`config.mk`:
```
export PLATFORM = sky130hd
export DESIGN_NAME = instruction_fetch_unit_flat
export DESIGN_NICKNAME = d
export VERILOG_FILES = /design/src/rtl/instruction_fetch_unit_if.sv /design/src/rtl/instruction_fetch_unit.sv /design/src/flat_wrapper.sv
export SDC_FILE = /design/constraint.sdc
export NUM_CORES = 1
export LEC_CHECK = 0
export ABC_AREA = 1
export BUFFER_PORTS_ARGS = -buffer_cell sky130_fd_sc_hd__buf_2
export CAP_MARGIN = 30
export CORE_MARGIN = 2
export CORE_UTILIZATION = 50
export DETAILED_ROUTE_END_ITERATION = 12
export GPL_ROUTABILITY_DRIVEN = 0
export PLACE_DENSITY = 0.75
export SYNTH_ARGS = -nofsm -noshare
export SYNTH_HDL_FRONTEND = slang
export SYNTH_SLANG_ARGS = --single-unit
```
`constraint.sdc`:
```
create_clock -name clk -period 3.95 [get_ports clk]
set_clock_uncertainty 0.2 [all_clocks]
set_input_delay 0.79 -clock clk [delete_from_list [all_inputs] [get_ports clk]]
set_output_delay 0.79 -clock clk [all_outputs]
set_load 0.005 [all_outputs]
```
`src/rtl/instruction_fetch_unit_if.sv`:
```
// Fetch-unit bus bundle: instruction-memory request/response, branch redirect
// and the decode-side instruction handoff.
// MISALIGN_TRAP_EN adds the misaligned_fetch flag to the bundle.
interface instruction_fetch_unit_if;
  logic        imem_req_valid;
  logic        imem_req_ready;
  logic [31:0] imem_req_addr;
  logic        imem_resp_valid;
  logic [31:0] imem_resp_data;
  logic        redirect_valid;
  logic [31:0] redirect_target;
  logic [31:0] instruction_memory;
  logic [31:0] program_counter;
  logic        fetch_valid;
  logic        fetch_ready;
`ifdef MISALIGN_TRAP_EN
  logic        misaligned_fetch;
`endif

  // Fetch unit side
  modport master (
    output imem_req_valid, imem_req_addr, instruction_memory, program_counter, fetch_valid,
`ifdef MISALIGN_TRAP_EN
    output misaligned_fetch,
`endif
    input  imem_req_ready, imem_resp_valid, imem_resp_data, redirect_valid, redirect_target,
    input  fetch_ready
  );

  // Memory / decode / branch-unit side
  modport slave (
    input  imem_req_valid, imem_req_addr, instruction_memory, program_counter, fetch_valid,
`ifdef MISALIGN_TRAP_EN
    input  misaligned_fetch,
`endif
    output imem_req_ready, imem_resp_valid, imem_resp_data, redirect_valid, redirect_target,
    output fetch_ready
  );
endinterface

```
`src/rtl/instruction_fetch_unit.sv`:
```
// Instruction fetch unit: owns the PC, issues word fetches under a credit
// limit of FIFO_DEPTH (in flight + buffered), pairs returned words with their
// PC and hands them to decode in order. A redirect flushes the buffer and
// marks every still-outstanding response to be discarded on arrival.
// Optional feature macro: MISALIGN_TRAP_EN (trap on misaligned redirect
// target instead of silently aligning it).
module instruction_fetch_unit #(
  parameter logic [31:0] RESET_PC   = 32'h0000_0000,
  parameter int          FIFO_DEPTH = 2
) (
  input  logic                     clk,
  input  logic                     rst,
  instruction_fetch_unit_if.master bus
);

  localparam int            AW      = $clog2(FIFO_DEPTH);
  localparam int            CW      = AW + 1;
  localparam logic [CW:0]   DEPTH_C = (CW+1)'(FIFO_DEPTH);

  logic [31:0]   pc_q;
  logic [CW-1:0] outstanding_q;
  logic [CW-1:0] drop_q;
  logic [CW-1:0] occ_q;
  logic [AW-1:0] pcq_wr_q;
  logic [AW-1:0] pcq_rd_q;
  logic [AW-1:0] fifo_wr_q;
  logic [AW-1:0] fifo_rd_q;
  logic [31:0]   pcq_mem   [FIFO_DEPTH];
  logic [31:0]   fifo_pc   [FIFO_DEPTH];
  logic [31:0]   fifo_word [FIFO_DEPTH];

  logic          req_fire;
  logic          resp_drop;
  logic          resp_push;
  logic          pop;
  logic          issue_ok;
  logic [CW-1:0] outstanding_nxt;
  logic [CW:0]   credit_used;
  logic [31:0]   target;

  assign credit_used     = {1'b0, outstanding_q} + {1'b0, occ_q};
  assign req_fire        = bus.imem_req_valid && bus.imem_req_ready;
  assign resp_drop       = bus.imem_resp_valid && (drop_q != '0);
  assign resp_push       = bus.imem_resp_valid && (drop_q == '0);
  assign pop             = bus.fetch_valid && bus.fetch_ready;
  assign outstanding_nxt = outstanding_q + {{(CW-1){1'b0}}, req_fire}
                                         - {{(CW-1){1'b0}}, bus.imem_resp_valid};

`ifdef MISALIGN_TRAP_EN
  logic trap_q;

  assign target               = bus.redirect_target;
  assign issue_ok             = !trap_q;
  assign bus.misaligned_fetch = trap_q;

  // Trap flag: set by a misaligned redirect, cleared by an aligned one
  always_ff @(posedge clk) begin
    if (rst) begin
      trap_q <= 1'b0;
    end else if (bus.redirect_valid) begin
      trap_q <= (bus.redirect_target[1:0] != 2'b00);
    end
  end
`else
  assign target   = bus.redirect_target & 32'hFFFF_FFFC;
  assign issue_ok = 1'b1;
`endif

  assign bus.imem_req_valid     = !rst && issue_ok && (credit_used < DEPTH_C);
  assign bus.imem_req_addr      = pc_q;
  assign bus.fetch_valid        = (occ_q != '0);
  assign bus.instruction_memory = bus.fetch_valid ? fifo_word[fifo_rd_q] : '0;
  assign bus.program_counter    = bus.fetch_valid ? fifo_pc[fifo_rd_q]   : '0;

  // Control: PC, credit counters, drop count and queue pointers; redirect wins
  always_ff @(posedge clk) begin
    if (rst) begin
      pc_q          <= RESET_PC;
      outstanding_q <= '0;
      drop_q        <= '0;
      occ_q         <= '0;
      pcq_wr_q      <= '0;
      pcq_rd_q      <= '0;
      fifo_wr_q     <= '0;
      fifo_rd_q     <= '0;
    end else begin
      outstanding_q <= outstanding_nxt;
      if (bus.redirect_valid) begin
        // Everything still in flight after this edge belongs to the old path
        pc_q      <= target;
        drop_q    <= outstanding_nxt;
        occ_q     <= '0;
        pcq_wr_q  <= '0;
        pcq_rd_q  <= '0;
        fifo_wr_q <= '0;
        fifo_rd_q <= '0;
      end else begin
        if (req_fire) begin
          pc_q     <= pc_q + 32'd4;
          pcq_wr_q <= pcq_wr_q + 1'b1;
        end
        if (resp_drop) begin
          drop_q <= drop_q - 1'b1;
        end
        if (resp_push) begin
          pcq_rd_q  <= pcq_rd_q + 1'b1;
          fifo_wr_q <= fifo_wr_q + 1'b1;
        end
        if (pop) begin
          fifo_rd_q <= fifo_rd_q + 1'b1;
        end
        occ_q <= occ_q + {{(CW-1){1'b0}}, resp_push} - {{(CW-1){1'b0}}, pop};
      end
    end
  end

  // Storage: PC of each kept request, then the {PC, word} pair on response
  always_ff @(posedge clk) begin
    if (req_fire) begin
      pcq_mem[pcq_wr_q] <= pc_q;
    end
    if (resp_push) begin
      fifo_pc[fifo_wr_q]   <= pcq_mem[pcq_rd_q];
      fifo_word[fifo_wr_q] <= bus.imem_resp_data;
    end
  end

endmodule
```
`src/flat_wrapper.sv`:
```
// flat-port wrapper written by rule: the top's interface ports become plain ports
module instruction_fetch_unit_flat 
#(
  parameter logic [31:0] RESET_PC   = 32'h0000_0000,
  parameter int          FIFO_DEPTH = 2
)
  (clk, rst, bus_imem_req_valid, bus_imem_req_addr, bus_instruction_memory, bus_program_counter, bus_fetch_valid, bus_imem_req_ready, bus_imem_resp_valid, bus_imem_resp_data, bus_redirect_valid, bus_redirect_target, bus_fetch_ready);
  instruction_fetch_unit_if bus_i ();
  input  logic clk;
  input  logic rst;
  output wire logic [$bits(bus_i.imem_req_valid)-1:0] bus_imem_req_valid;
  output wire logic [$bits(bus_i.imem_req_addr)-1:0] bus_imem_req_addr;
  output wire logic [$bits(bus_i.instruction_memory)-1:0] bus_instruction_memory;
  output wire logic [$bits(bus_i.program_counter)-1:0] bus_program_counter;
  output wire logic [$bits(bus_i.fetch_valid)-1:0] bus_fetch_valid;
  input wire logic [$bits(bus_i.imem_req_ready)-1:0] bus_imem_req_ready;
  input wire logic [$bits(bus_i.imem_resp_valid)-1:0] bus_imem_resp_valid;
  input wire logic [$bits(bus_i.imem_resp_data)-1:0] bus_imem_resp_data;
  input wire logic [$bits(bus_i.redirect_valid)-1:0] bus_redirect_valid;
  input wire logic [$bits(bus_i.redirect_target)-1:0] bus_redirect_target;
  input wire logic [$bits(bus_i.fetch_ready)-1:0] bus_fetch_ready;
  assign bus_imem_req_valid = bus_i.imem_req_valid;
  assign bus_imem_req_addr = bus_i.imem_req_addr;
  assign bus_instruction_memory = bus_i.instruction_memory;
  assign bus_program_counter = bus_i.program_counter;
  assign bus_fetch_valid = bus_i.fetch_valid;
  assign bus_i.imem_req_ready = bus_imem_req_ready;
  assign bus_i.imem_resp_valid = bus_imem_resp_valid;
  assign bus_i.imem_resp_data = bus_imem_resp_data;
  assign bus_i.redirect_valid = bus_redirect_valid;
  assign bus_i.redirect_target = bus_redirect_target;
  assign bus_i.fetch_ready = bus_fetch_ready;
  instruction_fetch_unit #(.RESET_PC(RESET_PC), .FIFO_DEPTH(FIFO_DEPTH)) u_core (.clk(clk), .rst(rst), .bus(bus_i));
endmodule
```
==> results.toml <==
[drt]
drc = 0
dr.pass1.iters = 5
antenna_left = 0
post_drt_wl_per_cell_um = 15.6
vias = 6547
drt_iter0_drc = 404
routed_via_density = 5.13
totalWireLength_um = 19900

[clock_network]
clkTransAtPathRegs_ns = 0.06
cts_root_buf = "clkbuf_16"
cts_sinks = 226
clock_path_buffers = 3
postCtsHoldBufs = 0
post_cts_buffers = 0
worstSkewPairLatency_ns = 0.50
cts_tree = "built"
cts_made_buffers = 23
cts.htree.levels = 1
ctsResizeCount = 0

[layout]
post-route-util_pct = 60.5
num-fill-cells = 1525
areaGrowthSynthToFinish_pct = 19.4
layout-drive-gt1-share_pct = 25.4
antenna_cells = 0
fin_nets = 1101

[timing]
tns_ns = 0
finalCritPeriodShare_pct = 78.5
setup_viol = 0
slew_viol_final = 0
finalHoldViolations = 0
clock.fmax_ghz = 0.322
worst_slew_pin_slew_ns = 0.957
fin_crit_ns = 3.10
relSlewSlack_pct = 36.1
grt_setup_unrepaired = "no"

[synth]
avgSynthCellArea_um2 = 11.0
ys.warnings.count = 0
netlist_area_mm2 = 0.00946
synth_ff_type = "edfxtp_1"
synth-edff-count = 184
netlist_instances = 860
async_flop_share_pct = 0
synth.distinct_cells = 31
ys_seq_area_share_pct = 67.3
synth-seq-cells = 226

[global_route]
grt_use_total_pct = 19.7
grt.overflow.total = 0
grt_pass1_vias = 6084
antenna_found_initial = 0
grt_pass1_wl_um = 31200
grt_max_degree = 63

[floorplan]
io_pins = 168
die_h_um = 142
start_util_pct = 50.7
dieArea_mm2 = 0.0200
rows = 50
coreArea_mm2 = 0.0186
die_w_um = 142

[placement]
port_buffers = 161
dpl.hpwl_um = 13000

[setup_path]
start_kind = "flop"
cp_max_fo = 52
cp.arrival_ns = 2.11
criticalPathCategory = "reg -> out"
cp-end-kind = "output pin"
critPathRequiredTime_ns = 2.96

[power]
ir_drop_v = 0.000310
power_density_mw_per_mm2 = 497
leakage_uw = 0.00455

[outcome]
outcome = "finished clean"

[min_path]
min_path_type = "reg -> reg"

[run]
drv_cap = 0
## cell type report
cell class | count | area [um^2] | share of cell area, %
timing repair buffer | 175 | 948 | 8.40
clock inverter | 15 | 125 | 1.11
multi-input combinational | 535 | 2700 | 23.9
inverter | 64 | 240 | 2.13
sequential | 226 | 6370 | 56.4
tap | 234 | 293 | 2.59
clock buffer | 26 | 618 | 5.48
## layout by cell type, fill, tap and decap left out, types with 18 or more instances in the layout
cell type	instances
o21ai_0	18
clkbuf_16	24
buf_2	161
nand2_1	259
a21oi_1	85
nor2_1	43
inv_1	61
dfxtp_1	41
nand3_1	35
mux2_2	30
edfxtp_1	184
## report_power, final
group	total, uW	internal [uW]	switching [uW]
combinational	614	239	374
clock	2110	1250	858
sequential	2880	2800	86.8
total	5610	4290	1320
## synth_stat cells (all sizes together) (6+ instances only)
| cell type | count | area [um^2] |
|---|---|---|
| nand2 | 261 | 985 |
| edfxtp | 184 | 5530 |
| a21oi | 85 | 425 |
| inv | 64 | 240 |
| nor2 | 59 | 289 |
| dfxtp | 42 | 841 |
| nand3 | 35 | 175 |
| mux2 | 30 | 338 |
| clkbuf | 28 | 115 |
| o21ai | 21 | 105 |
| buf | 10 | 77.6 |
| xor2 | 10 | 87.6 |
| a31oi | 7 | 43.8 |
| xnor2 | 6 | 52.6 |
## kinds of logic after synthesis
kind of cell	Yosys count	synth area share, %
muxes	30	3.57
adders and majority gates	6	0.873
other	1	0.0397
buffers and inverters	102	4.58
DFF	226	67.3
and+or+nand+nor	364	15.9
AOI/OAI and AO/OA	115	6.23
xor gates and xnor gates	16	1.48
## sequential cells by signal, summed over array words and instances, names as in the netlist, named ones only
| register | cells |
|---|---|
| u_core.fifo_pc | 60 |
| u_core.fifo_word | 64 |
| u_core.pcq_rd_q | 1 |
| u_core.bus.imem_req_addr | 30 |
| u_core.occ_q | 2 |
| u_core.fifo_wr_q | 1 |
| u_core.pcq_wr_q | 1 |
| u_core.pcq_mem | 60 |
| u_core.drop_q | 2 |
| u_core.outstanding_q | 2 |
| u_core.fifo_rd_q | 1 |
## stage by stage
step	cells	total power [uW]	setup WS [ns]	cell area [um^2]	hold WS, ns
final	1275	5610	0.849	11300	0.255
after floorplan	863	3280	0.779	9470	0.225
after global routing	1275	5830	0.664	11300	0.268
after global placement	1234	3530	1.21	10500	0.231
after CTS	1275	5650	0.795	11300	0.258
after detailed placement	1234	3550	1.16	10500	0.232
## critical path, stage by stage (launching register included)
cell and delay, ns:
dfxtp_2 0.32, inv_2 0.67, buf_4 0.29, nand2_1 0.06
a21oi_1 0.12, buf_2 0.13
## worst paths after layout
| path | start | endpoint | slack [ns] | depth (start not counted) |
|---|---|---|---|---|
| min | u_core.fifo_rd_q | flop | 0.25 | 1 |
| min reg2reg | u_core.fifo_rd_q | flop | 0.25 | 1 |
| max reg2reg | u_core.occ_q[0] | u_core.bus.imem_req_addr[26] | 1.32 | 11 |
| max | flop | bus_instruction_memory[24] | 0.85 | 5 |
## routing by layer
metal | up-vias | wire length [um] | global-route usage [%]
met5 | - | 0 | 0
met4 | 0 | 283 | 4.84
met3 | 24 | 1460 | 3.04
met2 | 227 | 9440 | 33.0
met1 | 3071 | 8740 | 27.1
li1 | 3225 | - | -
Note: power is estimated with default switching activity, not from simulation.
